[src/rtl/uart_rx_if.sv]
// Byte-side bus of the UART receiver: serial line in, received byte,
// completion strobe and framing status out.
interface uart_rx_if #(
    parameter int DBIT = 8
);
    logic            rx;
    logic [DBIT-1:0] dout;
    logic            rx_done_tick;
    logic            frame_error;

    // Receiver side: samples the line, drives the byte and status.
    modport master (
        input  rx,
        output dout,
        output rx_done_tick,
        output frame_error
    );

    // Line driver / byte consumer side.
    modport slave (
        output rx,
        input  dout,
        input  rx_done_tick,
        input  frame_error
    );
endinterface

[src/rtl/uart_rx.sv]
// UART receiver: 16x oversampled deframer for one start bit, DBIT data bits
// (LSB first) and a stop bit spanning SB_TICK oversample ticks.
module uart_rx #(
    parameter int DBIT    = 8,
    parameter int SB_TICK = 16,
    parameter int DVSR    = 163
) (
    input  logic      clock,
    input  logic      reset,
    uart_rx_if.master bus
);
    localparam int DIV_W = (DVSR > 1) ? $clog2(DVSR) : 1;
    localparam int S_MAX = (SB_TICK - 1 > 15) ? (SB_TICK - 1) : 15;
    localparam int S_W   = $clog2(S_MAX + 1);
    localparam int N_W   = (DBIT > 1) ? $clog2(DBIT) : 1;

    localparam logic [1:0] IDLE  = 2'd0;
    localparam logic [1:0] START = 2'd1;
    localparam logic [1:0] DATA  = 2'd2;
    localparam logic [1:0] STOP  = 2'd3;

    logic [DIV_W-1:0] div;
    logic             s_tick;
    logic             rx_meta;
    logic             rx_sync;
    logic [1:0]       state;
    logic [S_W-1:0]   s;
    logic [N_W-1:0]   n;
    logic [DBIT-1:0]  b;
    logic [DBIT-1:0]  b_shift;
    logic [DBIT-1:0]  dout_q;
    logic             done_q;
    logic             ferr_q;

    assign s_tick  = (div == DIV_W'(DVSR - 1));
    // New bit enters at the MSB so the first (LSB) bit ends up in b[0].
    assign b_shift = (b >> 1) | ({{(DBIT-1){1'b0}}, rx_sync} << (DBIT - 1));

    assign bus.dout         = dout_q;
    assign bus.rx_done_tick = done_q;
    assign bus.frame_error  = ferr_q;

    // Free-running oversample tick divider.
    always_ff @(posedge clock) begin
        if (!reset) begin
            div <= '0;
        end else if (s_tick) begin
            div <= '0;
        end else begin
            div <= div + DIV_W'(1);
        end
    end

    // Two-flop synchronizer; idles high so reset never looks like a start bit.
    always_ff @(posedge clock) begin
        if (!reset) begin
            rx_meta <= 1'b1;
            rx_sync <= 1'b1;
        end else begin
            rx_meta <= bus.rx;
            rx_sync <= rx_meta;
        end
    end

    // Deframing FSM with registered byte, strobe and framing status.
    always_ff @(posedge clock) begin
        if (!reset) begin
            state  <= IDLE;
            s      <= '0;
            n      <= '0;
            b      <= '0;
            dout_q <= '0;
            done_q <= 1'b0;
            ferr_q <= 1'b0;
        end else begin
            done_q <= 1'b0;
            case (state)
                IDLE: begin
                    // Edge detection is not tick-gated, so a start bit right
                    // after a stop sample is caught on this very clock.
                    if (!rx_sync) begin
                        state <= START;
                        s     <= '0;
                    end
                end
                START: begin
                    if (s_tick) begin
                        if (s == S_W'(7)) begin
                            if (!rx_sync) begin
                                state <= DATA;
                                s     <= '0;
                                n     <= '0;
                            end else begin
                                state <= IDLE;
                            end
                        end else begin
                            s <= s + S_W'(1);
                        end
                    end
                end
                DATA: begin
                    if (s_tick) begin
                        if (s == S_W'(15)) begin
                            s <= '0;
                            b <= b_shift;
                            if (n == N_W'(DBIT - 1)) begin
                                state <= STOP;
                            end else begin
                                n <= n + N_W'(1);
                            end
                        end else begin
                            s <= s + S_W'(1);
                        end
                    end
                end
                STOP: begin
                    if (s_tick) begin
                        if (s == S_W'(SB_TICK - 1)) begin
                            state  <= IDLE;
                            dout_q <= b;
                            ferr_q <= ~rx_sync;
                            done_q <= 1'b1;
                        end else begin
                            s <= s + S_W'(1);
                        end
                    end
                end
                default: begin
                    state <= IDLE;
                end
            endcase
        end
    end
endmodule

[src/flat_wrapper.sv]
// flat-port wrapper written by rule: the top's interface ports become plain ports
module uart_rx_flat 
#(
    parameter int DBIT    = 8,
    parameter int SB_TICK = 16,
    parameter int DVSR    = 163
)
  (clock, reset, bus_rx, bus_dout, bus_rx_done_tick, bus_frame_error);
  uart_rx_if #(.DBIT(DBIT)) bus_i ();
  input  logic clock;
  input  logic reset;
  input wire logic [$bits(bus_i.rx)-1:0] bus_rx;
  output wire logic [$bits(bus_i.dout)-1:0] bus_dout;
  output wire logic [$bits(bus_i.rx_done_tick)-1:0] bus_rx_done_tick;
  output wire logic [$bits(bus_i.frame_error)-1:0] bus_frame_error;
  assign bus_i.rx = bus_rx;
  assign bus_dout = bus_i.dout;
  assign bus_rx_done_tick = bus_i.rx_done_tick;
  assign bus_frame_error = bus_i.frame_error;
  uart_rx #(.DBIT(DBIT), .SB_TICK(SB_TICK), .DVSR(DVSR)) u_core (.clock(clock), .reset(reset), .bus(bus_i));
endmodule
[config.mk]
export PLATFORM = sky130hd
export DESIGN_NAME = uart_rx_flat
export DESIGN_NICKNAME = d
export VERILOG_FILES = /design/src/rtl/uart_rx_if.sv /design/src/rtl/uart_rx.sv /design/src/flat_wrapper.sv
export SDC_FILE = /design/constraint.sdc
export NUM_CORES = 1
export LEC_CHECK = 0
export CORE_ASPECT_RATIO = 0.7
export CORE_MARGIN = 2
export CORE_UTILIZATION = 50
export DETAILED_ROUTE_END_ITERATION = 8
export HOLD_SLACK_MARGIN = 0.02
export PLACE_DENSITY = 0.74
export SLEW_MARGIN = 10
export SYNTH_ARGS = -nofsm -noshare
export SYNTH_HDL_FRONTEND = slang
export SYNTH_SLANG_ARGS = --single-unit
[constraint.sdc]
create_clock -name clock -period 3.8 [get_ports clock]
set_input_delay 0.76 -clock clock [delete_from_list [all_inputs] [get_ports clock]]
set_output_delay 0.76 -clock clock [all_outputs]
set_load 0.005 [all_outputs]
======== Word-level counts from Yosys, hierarchy flattened ========
Index checks and enable logic that the tools add are counted.
Widths: inputs -> output; s select.
cells by class
  divide/modulo/power cells ............... 0
  muxes and demuxes ....................... 26
  add/subtract/negate cells ............... 3
  shifts and indexed selects .............. 0
  $mul .................................... 0
  reduce and logical (&&, ||, !) cells .... 9
  magnitude comparators ................... 0
  bitwise gates (word level) .............. 3
  equality and inequality tests ........... 18
operator list
  kind                 count
  $mux 4               7
  $mux 2               9
  $mux 3               6
  $pmux 4 s4           1
  $ne 2x1->1 const B   7
  $reduce_and 3->1     3
  $add 8x1->8 const B  1
  $eq 8x8->1 const B   1
  $ne 2x2->1 const B   4
  $or 7x8->8           1
  $pmux 2 s4           1
  $reduce_and 8->1     1
  $reduce_and 7->1     1
  $pmux 3 s2           1
  $add 4x1->4 const B  1
  $eq 2x2->1 const B   2
  $eq 4x3->1 const B   1
  $eq 4x4->1 const B   1
  $reduce_and 4->1     1
  $add 3x1->3 const B  1
  $eq 3x3->1 const B   1
  $eq 2x1->1 const B   1
  $logic_not 2->1      1
  $not 1->1            2
  other kinds (3)      3
word-level totals
  output and inout bits ................... 10
  word-level logic and storage cells ...... 69
  memories ................................ 0
  memory bits (writable) .................. 0
  latch bits .............................. 0
  bits in registers ....................... 37
  input port bits ......................... 3
  ROM bits ................................ 0

======== Depth between registers and ports, before layout ========
Gate-level depths: netlist of run 1.
  depth after elaboration ................. 5
  depth in mapped cells ................... 7
  gate-level depth less buffers ........... 6

======== Least setup slack after synthesis of run 1 ========
No wires, ideal clock.
  kind .................................... reg-to-reg
  start point ............................. register u_core.div[0]
  end point ............................... register u_core.dout_q[1] (netlist: u_core.bus.dout[1])
  clock period less this slack ............ 1.634 ns
  arrival time ............................ 1.507 ns
  data required time ...................... 3.672 ns
  setup time .............................. 0.128 ns
  setup slack ............................. 2.166 ns
  path buffers ............................ 1
  cell stages (with the launch flop) ...... 8
  cells stage by stage .................... dfxtp_1 > inv_1 > ha_1 > nand4bb_1 > nor4_4 > buf_6 > mux2i_1 > nor2_1
on the way
  cells in the longest elaborated chain, start to end .. 2
ends and longest elaborated chain
  item                               line            text
  start, declared                    uart_rx.sv:22   logic [DIV_W-1:0] div;
  start signal, assigned             uart_rx.sv:50   div <= div + DIV_W'(1);
  $eq 8x8->1                         uart_rx.sv:35   assign s_tick = (div == DIV_W'(DVSR - 1));
  $reduce_and 3->1 (no source line)  -
  end signal, assigned               uart_rx.sv:72   dout_q <= '0;
  end signal, assigned               uart_rx.sv:120  dout_q <= b;
  end, declared                      uart_rx.sv:31   logic [DBIT-1:0] dout_q;
No other way between the ends.
A chain may end at the register's enable or synchronous reset.

======== Final worst setup path of run 1 ========
  start point ............................. register u_core.s[0]
  end point ............................... register u_core.dout_q[5] (netlist: u_core.bus.dout[5])
on the way
  cells in the longest elaborated chain, start to end .. 2
ends and longest elaborated chain
  item                               line            text
  start, declared                    uart_rx.sv:27   logic [S_W-1:0] s;
  start signal, assigned             uart_rx.sv:97   s <= s + S_W'(1);
  start signal, assigned             uart_rx.sv:112  s <= s + S_W'(1);
  start signal, assigned             uart_rx.sv:124  s <= s + S_W'(1);
  $eq 4x4->1                         uart_rx.sv:118  if (s == S_W'(SB_TICK - 1)) begin
  $reduce_and 3->1 (no source line)  -
No other way between the ends.

==> results.txt, run 1 <==
The flow ran to the end, and the final reports show no timing, DRC or antenna violations. The relative area change from synthesis to final layout came out at 13.19%. The initial antenna violation count came out at 0. The design draws 699.9 uW.

Of all flip-flops after synthesis, the portion carrying an async set or reset was 0. The initial core utilization came out at 0.5215. The final number of hold-violating endpoints came out at 0. The HPWL after detailed placement is about 2200 um. By startpoint and endpoint, the worst setup path is classified as reg2reg. The setup slack of the most critical reg-to-reg path came out at ~1.7 ns. The share of total power dissipated in the clock network is 0.389. The final critical path time including I/O delays and setup is 2.106 ns. The depth of the most critical reg-to-reg path is 5. The fraction of final layout cells with drive strength greater than 1 came out at 0.07407. The count of filler cells inserted in the layout is between 200 and 300.

Once the clock tree was built, the setup fixing pass inserted 0 buffers. The first-pass GRT wire length came out at between 5000 and 6000 um. The highest fanout seen on the critical path is 12.

STA classifies the critical path startpoint as a flip-flop. The number of I/O pins came out at 13. CTS built an H-tree with a depth of 2. The worst slack after detailed placement came out at 1.607 ns. The power share of the sequential group is 0.571. The setup violation total in the final timing report came out at 0. The number of slew-limit violations in the final report was 0. Once detail routing completed, the nets flagged for antenna violations numbered 0. The maximum clock insertion buffer count came out at 2.

In this run, synthesis inferred 0 flip-flops with an integrated enable. The top achievable clock speed is roughly 0.47 GHz. The number of unique standard cell types used by synthesis came out at 40. The total nets after synthesis came out at 185.

The floorplan step defined a core boundary enclosing between 0.003 and 0.004 mm^2. In this run the tightest slew margin relative to its limit is 0.4112. The power share of the combinational group came out at 0.039. STA puts the critical path data required time at roughly 4.0 ns. The number of input and output port buffers inserted came out at 12. Summed over all cells, the static leakage comes to around 0.00072 uW. The via count of the first global-routing pass came out at ~1200. The layer with the highest usage after global routing is met2. The number of placed cells counting well taps came out at 219. For this run the aggregate overflow at the end of global routing stands at 0. The share of the yosys chip area belonging to registers is 0.4512. The clock reaches the later pin of the worst-skew pair after a little under 0.3 ns.

For the final database, setup skew stands at a little over 0.005 ns. The combined global-route utilization of all metal layers came out at 0.1840. Cell internal power was estimated by the tool at 534.3 uW. The detailed-routing iteration count for the pre-antenna-repair pass is 4. The path with the worst hold slack has its endpoint at u_core.rx_sync. The peak ir drop on the vdd network came out at 224.2 uV. The met3 track demand over resource came out at 0.06589. In this run, post-CTS repair resized a total of 0 instances. Along the worst hold path, the cell count comes to 1. Setup total negative slack on the finished layout was measured at 0 ns. The part of the cycle the worst path needs is 0.5543.

In this run the cell area of the synthesized design comes to between 0.0015 and 0.002 mm^2. TritonCTS built the clock tree. The number of hold buffers added after CTS was 0. At the worst endpoint, the arrival time is between 2 and 2.5 ns. The remaining routing DRC violations came out at 0.

STA classifies the critical path endpoint as a flip-flop. The met2 usage is 0.2706. The CTS clock-pin slew for the worst setup and hold paths is roughly 0.080 ns. The die covers between 0.003 and 0.004 mm^2. The number of antenna repair diodes is 0. The number of standard cells in the layout, taps in and fillers out is 227. The path class of the lowest-slack min-delay path is reg2reg.

The worst-case setup margin in the final layout is 1.694 ns. In this run the critical register-to-register path is captured at u_core.bus.dout[5]. The pin count of the biggest net entering global routing is 22. Row generation in the floorplan step produced 17 rows. The clock sink count came out at 37.

The number of warnings issued by yosys is 0. For this run, global-route usage on met1 was measured as 0.2494. Using the TritonRoute via totals, the vias-per-cell ratio works out to 5.529.

The share of total power consumed by net switching is 0.2365. The number of vias after detailed routing came out at between 1000 and 1500. Synthesis produced a netlist whose cell count is about 180. The die boundary width is 72.49 um. The worst hold path begins at u_core.rx_meta.

In the synthesized netlist the dominant register cell turns out to be sky130_fd_sc_hd__dfxtp_1. The average instance area after synthesis is 9.274 um^2. Dividing total power by cell area gives a power density of approximately 380 mW/mm^2. The beginning of the worst register-to-register path is u_core.s[0]. The buffer cell driving the clock tree root is sky130_fd_sc_hd__clkbuf_8. At the pin with the least slew margin, the transition time is roughly 0.88 ns. For this block, the routed nets add up to 3014 um of wire. In this run the power spent charging and discharging nets is roughly 170 uW. The number of nets in the layout came out at about 200. The max capacitance violation total came out at 0. The first routing iteration left 94 violations. The detailed-route wire length per cell is roughly 13 um. Setup repair after global routing left no endpoint under its margin. The number of clock buffers inserted by TritonCTS is 5. In this run, synthesis produced a sequential element count of 37. At the end of routability-driven placement, the weighted congestion stood at 0.8020. The die is around 52 um tall.
## per-stage QoR
| step | cell area [um^2] | hold WS, ns | utilization |
|---|---|---|---|
| floorplan | 1642 | 0.3863 | - |
| global placement | 1768 | 0.3922 | 0.5616 |
| detailed placement | 1768 | 0.4078 | 0.5616 |
| CTS | 1858 | 0.4321 | 0.5902 |
| global route | 1858 | 0.4405 | 0.5902 |
| finish | 1858 | 0.4261 | 0.5902 |
## kinds of logic after synthesis
logic type,after synthesis,synth area share
compound gates,24,0.09299
xor+xnor,7,0.03735
mux,16,0.09756
flops,37,0.4512
fa+ha+maj,5,0.03811
simple gates,75,0.2462
buf+inv,13,0.03658
## critical path, cell delays in order, from the launching register on
cell,delay [ns]
sky130_fd_sc_hd__dfxtp_1,0.38
sky130_fd_sc_hd__ha_1,0.30
sky130_fd_sc_hd__nand3_1,0.16
sky130_fd_sc_hd__nor4_4,0.82
sky130_fd_sc_hd__mux2i_1,0.27
sky130_fd_sc_hd__nor2_1,0.05
## registers in the layout (all words and copies together), names as in the netlist, named ones only
signal,flops
u_core.bus.dout,8
u_core.s,4
u_core.state,1
u_core.bus.rx_done_tick,1
u_core.div,8
u_core.bus.frame_error,1
u_core.rx_sync,1
u_core.rx_meta,1
u_core.b,8
u_core.n,3
## Yosys cell counts (2+ instances only)
cell type | n | share of area
sky130_fd_sc_hd__nor3b_1 | 2 | 0.0091
sky130_fd_sc_hd__dfxtp_1 | 37 | 0.45
sky130_fd_sc_hd__nand3_1 | 6 | 0.018
sky130_fd_sc_hd__nand4b_1 | 3 | 0.016
sky130_fd_sc_hd__and2_1 | 2 | 0.0076
sky130_fd_sc_hd__clkbuf_1 | 4 | 0.0091
sky130_fd_sc_hd__nor4b_1 | 2 | 0.011
sky130_fd_sc_hd__ha_1 | 5 | 0.038
sky130_fd_sc_hd__nand2_1 | 9 | 0.021
sky130_fd_sc_hd__nand4_1 | 2 | 0.0076
sky130_fd_sc_hd__nor2_1 | 34 | 0.078
sky130_fd_sc_hd__mux2i_1 | 16 | 0.098
sky130_fd_sc_hd__nor3_1 | 2 | 0.0061
sky130_fd_sc_hd__o22ai_1 | 2 | 0.0076
sky130_fd_sc_hd__a31oi_1 | 2 | 0.0076
sky130_fd_sc_hd__xor2_1 | 2 | 0.011
sky130_fd_sc_hd__nand2b_1 | 3 | 0.011
sky130_fd_sc_hd__xnor2_1 | 5 | 0.027
sky130_fd_sc_hd__o21ai_0 | 6 | 0.018
sky130_fd_sc_hd__inv_1 | 5 | 0.011
sky130_fd_sc_hd__a21oi_1 | 7 | 0.021
sky130_fd_sc_hd__buf_2 | 3 | 0.0091
## worst max path at each step
stage | from | to | slack [ns] | cells past startpoint
detailed placement | reset | flip-flop | 1.61 | 3
global placement | reset | u_core.bus.dout[4] | 1.67 | 3
CTS | u_core.s[0] | u_core.bus.dout[5] | 1.68 | 5
global route | u_core.s[0] | u_core.bus.dout[7] | 1.42 | 5
floorplan | u_core.div[0] | u_core.bus.dout[1] | 2.17 | 7
finish | u_core.s[0] | u_core.bus.dout[5] | 1.69 | 5
## final cells by class
type / count / area [um^2] / share of cell area
clock buffers: 5 / 68.82 / 0.03704
multi-input cells: 127 / 840.8 / 0.4525
repair buffers: 12 / 120.1 / 0.06465
flip-flops and latches: 37 / 740.7 / 0.3987
clock inverters: 3 / 21.27 / 0.01145
inverters: 5 / 18.77 / 0.01010
well taps: 38 / 47.55 / 0.02559
## cell usage in the layout (no fill, tap or decap), drive strengths merged, types with 3 or more instances in the layout
cell type,netlist,final
dfxtp,37,37
nor2,34,34
mux2i,16,16
clkdlybuf4s50,0,12
nand2,9,9
a21oi,7,7
o21ai,6,6
nand3,6,6
inv,5,6
xnor2,5,5
ha,5,5
clkbuf,4,5
nand4b,3,3
nand2b,3,3
## power by group through the flow
stage	sequential [uW]	clock, uW	combinational (uW)
2_1_floorplan	405	0	23.8
3_3_place_gp	408	0	26.1
3_5_place_dp	409	0	27.7
4_1_cts	400	280	27.9
5_1_grt	401	300	31.1
6_report	400	272	27.6
## routing by layer
metal	vias to the layer above	wire [um]
li1	636	-
met1	583	1512
met2	29	1326
met3	7	135
met4	0	39
met5	-	0
No activity file was read; power rests on OpenSTA's default activity.
==> inputs of run 2 (changes only) <==
==> constraint.sdc (replaced) <==
create_clock -name clock -period 2.1 [get_ports clock]
set_input_delay 0.42 -clock clock [delete_from_list [all_inputs] [get_ports clock]]
set_output_delay 0.42 -clock clock [all_outputs]
set_load 0.005 [all_outputs]
==> run 2 against run 1 <==
  * Via count up 0.64%
  * Maximum frequency grew 13%
  * Global-route usage up 0.64 points
  * Critical path depth rose by 1
  * Largest cell class unchanged
  * Critical path type unchanged
  * Wire length increased by 2.4%
  * Clock-buffer cell count grew 2
  * First-iteration DRC count shrank 20%
==> results.txt, run 2 (synthesis results as in run 1) <==
The number of placement rows is 17 (unchanged). The tightest hold margin was 0.4097 ns (-0.01642 ns). The violation count after the first detailed-routing iteration came to 75 (-20%). The startpoint identified for the worst register-to-register timing path is u_core.div[0].

The top achievable clock speed is 0.5341 GHz (+13%). The number of input and output port buffers inserted is 12 (unchanged). The global routing met1 resource utilization is 0.2593 (+0.009903). The clock latency at the later pin of the worst-skew pair came to 0.29 ns (about the same).

The worst slack after detailed placement came to 0.3113 ns (-1.296 ns). The number of I/O pins came out at 13 (unchanged). The number of nets in the layout is 199 (+1.5%).

The HPWL reported at the end of detailed placement came to 2245 um (+2.5%). The worst-case setup margin in the final layout came out at 0.2278 ns (-1.466 ns). The final critical path time including I/O delays and setup was 1.872 ns (-0.2341 ns). The number of nets still failing antenna checks after routing came to 0 (unchanged). The utilization after layout was 0.6057 (+0.01550).

The detailed-route wire length per cell came out at 13.42 um (+1.1%). The average vias per placed instance is 5.491 (-0.68%). The highest fanout seen on the critical path was 4 (-8). The total grt overflow came out at 0 (unchanged). STA classifies the critical path startpoint as a flip-flop. The hold-critical path depth came out at 1 (unchanged). The worst path required time is 2.31 ns (-1.65 ns). The layer flagged by global routing as most heavily used is met2.

The min-delay analysis places its worst path in the category reg2reg. The actual transition at the worst max-transition pin is 0.6311 ns (-0.2456 ns). The combined global-route utilization of all metal layers came out at 0.1904 (+0.006353). The die boundary width came out at 72.49 um (unchanged). The via count of the first global-routing pass is 1151 (-1.9%). The worst hold path startpoint is u_core.rx_meta. The met2 usage came out at 0.2722 (+0.001529). The buffer cell driving the clock tree root is sky130_fd_sc_hd__clkbuf_8. The setup slack of the most critical reg-to-reg path came out at 0.23 ns (-1.47 ns). The setup TNS was 0 ns (unchanged). The critical path class is reg2reg. The area of the die was 0.003765 mm^2 (unchanged). The first-pass GRT wire length is 5306 um (+0.93%). The remaining routing DRC violations came out at 0 (unchanged). The met3 track demand over resource is 0.07558 (+0.009690). The total setup buffers inserted after CTS was 0 (unchanged). The clock sink count came out at 37 (unchanged).

The quantity of gates resized following cts came out at 0 (unchanged). The relative area change from synthesis to final layout is 16.16%. The number of antenna repair diodes is 0 (unchanged).

The overall power is 1399 uW (+100%). The worst min-delay path endpoint is u_core.rx_sync. The final number of hold-violating endpoints came out at 0 (unchanged). The number of slew-limit violations in the final report came to 0 (unchanged). The peak ir drop on the vdd network is 395.5 uV (+76%). The signal arrival time at the worst endpoint came out at 2.09 ns (-0.18 ns). The depth of the most critical reg-to-reg path came out at 6 (+1). The run finished with clean final reports.

The number of vias after detailed routing is 1263 (+0.64%). The wire length reported by the detailed router came out at 3087 um (+2.4%). The pin count of the biggest net entering global routing came to 22 (unchanged).

The part of the cycle the worst path needs came out at 0.8915 (+0.3372). The number of clock buffers inserted by TritonCTS came out at 5 (unchanged). The endpoint of the lowest-slack register-to-register path is u_core.n[2]. The leakage dissipation came to 0.0007476 uW (+3.9%). The maximum clock insertion buffer count is 2 (unchanged). Setup repair after global routing left no endpoint under its margin. The library cells used most frequently in the layout, excluding fill and tap cells, are 37 x sky130_fd_sc_hd__dfxtp_1, 34 x sky130_fd_sc_hd__nor2_1, 16 x sky130_fd_sc_hd__mux2i_1. The placer congestion estimate is 0.8109 (+1.1%). The areal power density over the cells came out at 733.9 mW/mm^2 (+95%). The max capacitance violation total came to 0 (unchanged). The initial antenna violation count is 0 (unchanged). The clock skew after layout came out at 0.002808 ns (-0.002267 ns). The initial core utilization came to 0.5215 (unchanged).

The H-tree depth came to 2 (unchanged). The die height is 51.94 um (unchanged). The worst max-slew margin expressed relative to the limit is 0.5734 (+0.1622). The detailed-routing iteration count for the pre-antenna-repair pass was 4 (unchanged).

The CTS clock-pin slew for the worst setup and hold paths came out at 0.07 ns (about the same). STA classifies the critical path endpoint as a flip-flop. The library cell used most frequently in the layout, excluding fill and tap cells, is sky130_fd_sc_hd__dfxtp_1.

The area of the placeable core was 0.003148 mm^2 (unchanged). The number of buffers added to fix hold violations after cts came out at 0 (unchanged). The fraction of final layout cells with drive strength greater than 1 came out at 0.08333 (+0.009259).

The setup violation total in the final timing report came out at 0 (unchanged). TritonCTS built the clock tree.
[run 2: worst max-delay path by stage]
stage | to | depth (start not counted) | slack, ns | startpoint
after detailed placement | u_core.bus.dout[6] | 6 | 0.31 | u_core.s[0]
after global routing | u_core.n[2] | 6 | 0.05 | u_core.div[0]
after global placement | u_core.bus.dout[0] | 6 | 0.38 | u_core.s[0]
after CTS | u_core.n[1] | 6 | 0.29 | u_core.div[0]
final | u_core.n[2] | 6 | 0.23 | u_core.div[0]
after floorplan | u_core.bus.dout[1] | 7 | 0.47 | u_core.div[0]
[run 2: power breakdown]
group          switching [uW]  internal (uW)  total [uW]
clock                     237            387         624
sequential               13.6            711         724
combinational            28.6           22.8        51.4
[run 2: metal layers]
| metal | vias to the layer above | part of all wire |
|---|---|---|
| met2 | 32 | 0.43 |
| met5 | - | 0 |
| li1 | 642 | - |
| met3 | 5 | 0.054 |
| met4 | 0 | 0.0091 |
| met1 | 584 | 0.51 |
[run 2: final cells by class]
cell class,instances,area [um^2]
inverter,5,18.77
tap,38,47.55
multi-input combinational,127,840.8
sequential,37,740.7
clock buffer,7,86.33
clock inverter,1,30.03
fill,266,1241
timing repair buffer,15,142.6
[run 2: stage by stage]
stage               area [um^2]  cells
CTS                        1907    230
global placement           1790    222
detailed placement         1790    222
floorplan                  1642    177
global route               1907    230
finish                     1907    230
[run 2: worst max-delay path, stage by stage, from the launching register on]
cell and delay, ns:
sky130_fd_sc_hd__dfxtp_1 0.34, sky130_fd_sc_hd__inv_1 0.06, sky130_fd_sc_hd__ha_1 0.15, sky130_fd_sc_hd__nand4bb_1 0.25, sky130_fd_sc_hd__nor4b_1 0.66, sky130_fd_sc_hd__nand4b_1 0.16
sky130_fd_sc_hd__a21oi_1 0.18
==> inputs of run 3 (changes only) <==
--- a/config.mk
+++ b/config.mk
@@ -7,10 +7,11 @@
 export LEC_CHECK = 0
 export CORE_ASPECT_RATIO = 0.7
 export CORE_MARGIN = 2
-export CORE_UTILIZATION = 50
+export CORE_UTILIZATION = 56
+export CTS_CLUSTER_DIAMETER = 60
 export DETAILED_ROUTE_END_ITERATION = 8
 export HOLD_SLACK_MARGIN = 0.02
-export PLACE_DENSITY = 0.74
+export PLACE_DENSITY = 0.81
 export SLEW_MARGIN = 10
 export SYNTH_ARGS = -nofsm -noshare
 export SYNTH_HDL_FRONTEND = slang
==> run 3 against run 2 <==
  * Critical path type unchanged
  * Sequential cell count unchanged
  * Register-to-register slack about the same
  * Clock-buffer cell count did not move
==> results.txt, run 3 (synthesis results as in run 1) <==
The buffer cell driving the clock tree root is sky130_fd_sc_hd__clkbuf_8. The number of buffers added to fix hold violations after cts came out at 0 (unchanged). The HPWL reported at the end of detailed placement is 2252 um (+0.30%). The violation count after the first detailed-routing iteration came to 130 (+73%).

The area of the placeable core is 0.002803 mm^2 (-11%). The first-pass GRT wire length came out at 5644 um (+6.4%). The CTS clock-pin slew for the worst setup and hold paths came out at 0.07 ns (about the same). The most critical setup path has its endpoint at u_core.bus.dout[4]. In this run the worst setup path begins at u_core.s[0]. The standard cell area after detailed placement came to 0.001788 mm^2 (-0.14%).

The overall power was 1265 uW (-9.6%). The depth of the most critical reg-to-reg path came to 6 (unchanged). The leakage dissipation came out at 0.0007335 uW (-1.9%). The max capacitance violation total came out at 0 (unchanged). The total grt overflow came to 0 (unchanged).

The H-tree depth came to 2 (unchanged). The setup slack of the most critical reg-to-reg path came out at 0.23 ns (about the same). The final number of hold-violating endpoints came to 0 (unchanged).

The post-layout instance area is 0.001874 mm^2 (-1.7%). The tightest hold margin is 0.4177 ns (+0.008034 ns). The part of the cycle the worst path needs came to 0.8881 (-0.003376).

The number of vias after detailed routing is 1306 (+3.4%). The area of the die is 0.003387 mm^2 (-10%). The number of nets in the layout was 199 (unchanged). The worst setup path is of the reg2reg kind. The clock latency at the later pin of the worst-skew pair came to 0.28 ns (about the same). The via count of the first global-routing pass came out at 1201 (+4.3%). The number of slew-limit violations in the final report is 0 (unchanged). The initial core utilization came out at 0.5857 (+0.06425). The number of placement rows is 16 (-1). The quantity of gates resized following cts is 0 (unchanged).

The worst max-slew margin expressed relative to the limit came out at 0.5591 (-0.01427). The areal power density over the cells is 674.7 mW/mm^2 (-8.1%). The worst setup path is captured at a flip-flop. From synthesis to final layout, the design area changed by 14.18%. The detailed-route wire length per cell is 14.52 um (+8.2%). The total setup buffers inserted after CTS came out at 0 (unchanged).

The final critical path time including I/O delays and setup came out at 1.865 ns (-0.007089 ns). The combined global-route utilization of all metal layers came out at 0.2204 (+0.03000). The number of clock buffers inserted by TritonCTS came to 5 (unchanged). The setup violation total in the final timing report came out at 0 (unchanged). The average vias per placed instance is 5.753 (+4.8%).

The fraction of final layout cells with drive strength greater than 1 came to 0.07853 (-0.004799). The die height was 49.30 um (-5.1%). The pin count of the biggest net entering global routing is 22 (unchanged). The clock sink count is 37 (unchanged). The clock skew after layout is 0.01004 ns (+0.007236 ns). The peak ir drop on the vdd network was 430.0 uV (+8.7%). The endpoint identified for the worst register-to-register timing path is u_core.bus.dout[4].

The placer congestion estimate came to 0.8014 (-1.2%). The top achievable clock speed came to 0.5362 GHz (+0.38%). The detailed-routing iteration count for the pre-antenna-repair pass came out at 6 (+2). Setup repair after global routing left no endpoint under its margin. The setup TNS is 0 ns (unchanged). The signal arrival time at the worst endpoint came out at 2.01 ns (-0.08 ns). STA classifies the critical path startpoint as a flip-flop. The maximum clock insertion buffer count is 2 (unchanged).

The worst register-to-register path begins at u_core.s[0]. The number of input and output port buffers inserted was 12 (unchanged). The number of antenna repair diodes was 0 (unchanged). The number of nets still failing antenna checks after routing came out at 0 (unchanged). The run finished with clean final reports. The worst path required time is 2.25 ns (-0.06 ns). The actual transition at the worst max-transition pin was 0.6606 ns (+0.02958 ns). The initial antenna violation count came out at 0 (unchanged). The remaining routing DRC violations came to 0 (unchanged). The library cell used most frequently in the layout, excluding fill and tap cells, is sky130_fd_sc_hd__dfxtp_1. TritonCTS built the clock tree. The highest fanout seen on the critical path is 12 (+8).

Leaving out fill and tap cells, the most frequent cells in the layout are 37 x sky130_fd_sc_hd__dfxtp_1, 34 x sky130_fd_sc_hd__nor2_1, 16 x sky130_fd_sc_hd__mux2i_1. The number of I/O pins came out at 13 (unchanged). The path class of the tightest hold or removal check is reg2reg.

The die boundary width came out at 68.71 um (-5.2%). The wire length reported by the detailed router is 3297 um (+6.8%).
==> run 3: cell count changes in the layout (fill, tap and decap cells not counted) <==
cell                        previous run  this run
sky130_fd_sc_hd__bufinv_16             1         0
==> run 3: power breakdown <==
group,internal (uW),switching (uW)
clock,260,227
combinational,23.0,29.3
sequential,711,14.2
total,994,271
==> run 3: area by class of cell <==
class                           instances  area, um^2
Timing Repair Buffer                   15       142.6
Fill cell                             223       928.4
Multi-Input combinational cell        127       840.8
Inverter                                5       18.77
Clock buffer                            7       86.33
Tap cell                               36       45.04
Sequential cell                        37       740.7
==> run 3: routing by layer <==
metal	global-route usage	share of wire	vias to the layer above
met4	0.06536	0.0088	0
li1	-	-	639
met1	0.3242	0.50	599
met2	0.3029	0.42	58
met3	0.07390	0.074	10
met5	0	0	-
==> run 3: how the worst min path moves through the flow <==
stage	startpoint	end	slack, ns	cells after the start
4_1_cts	u_core.rx_meta	u_core.rx_sync	0.42	1
2_1_floorplan	u_core.rx_meta	u_core.rx_sync	0.39	1
6_report	u_core.rx_meta	u_core.rx_sync	0.42	1
5_1_grt	u_core.rx_meta	u_core.rx_sync	0.44	1
3_5_place_dp	u_core.rx_meta	u_core.rx_sync	0.40	1
3_3_place_gp	u_core.rx_meta	u_core.rx_sync	0.39	1
==> run 3: metrics by stage <==
stage / worst slack (ns) / instances / util
2_1_floorplan: 0.4657 / 177 / -
3_3_place_gp: 0.3947 / 220 / 0.6379
3_5_place_dp: 0.3522 / 220 / 0.6379
4_1_cts: 0.2619 / 227 / 0.6688
5_1_grt: 0.1483 / 227 / 0.6688
6_report: 0.2349 / 227 / 0.6688
==> run 3: critical path, cell delays in order, from the launching register on <==
cell                      delay, ns
sky130_fd_sc_hd__dfxtp_1       0.37
sky130_fd_sc_hd__ha_1          0.30
sky130_fd_sc_hd__nand3_1       0.16
sky130_fd_sc_hd__nor4_4        0.31
sky130_fd_sc_hd__buf_4         0.27
sky130_fd_sc_hd__mux2i_1       0.26
sky130_fd_sc_hd__nor2_1        0.06
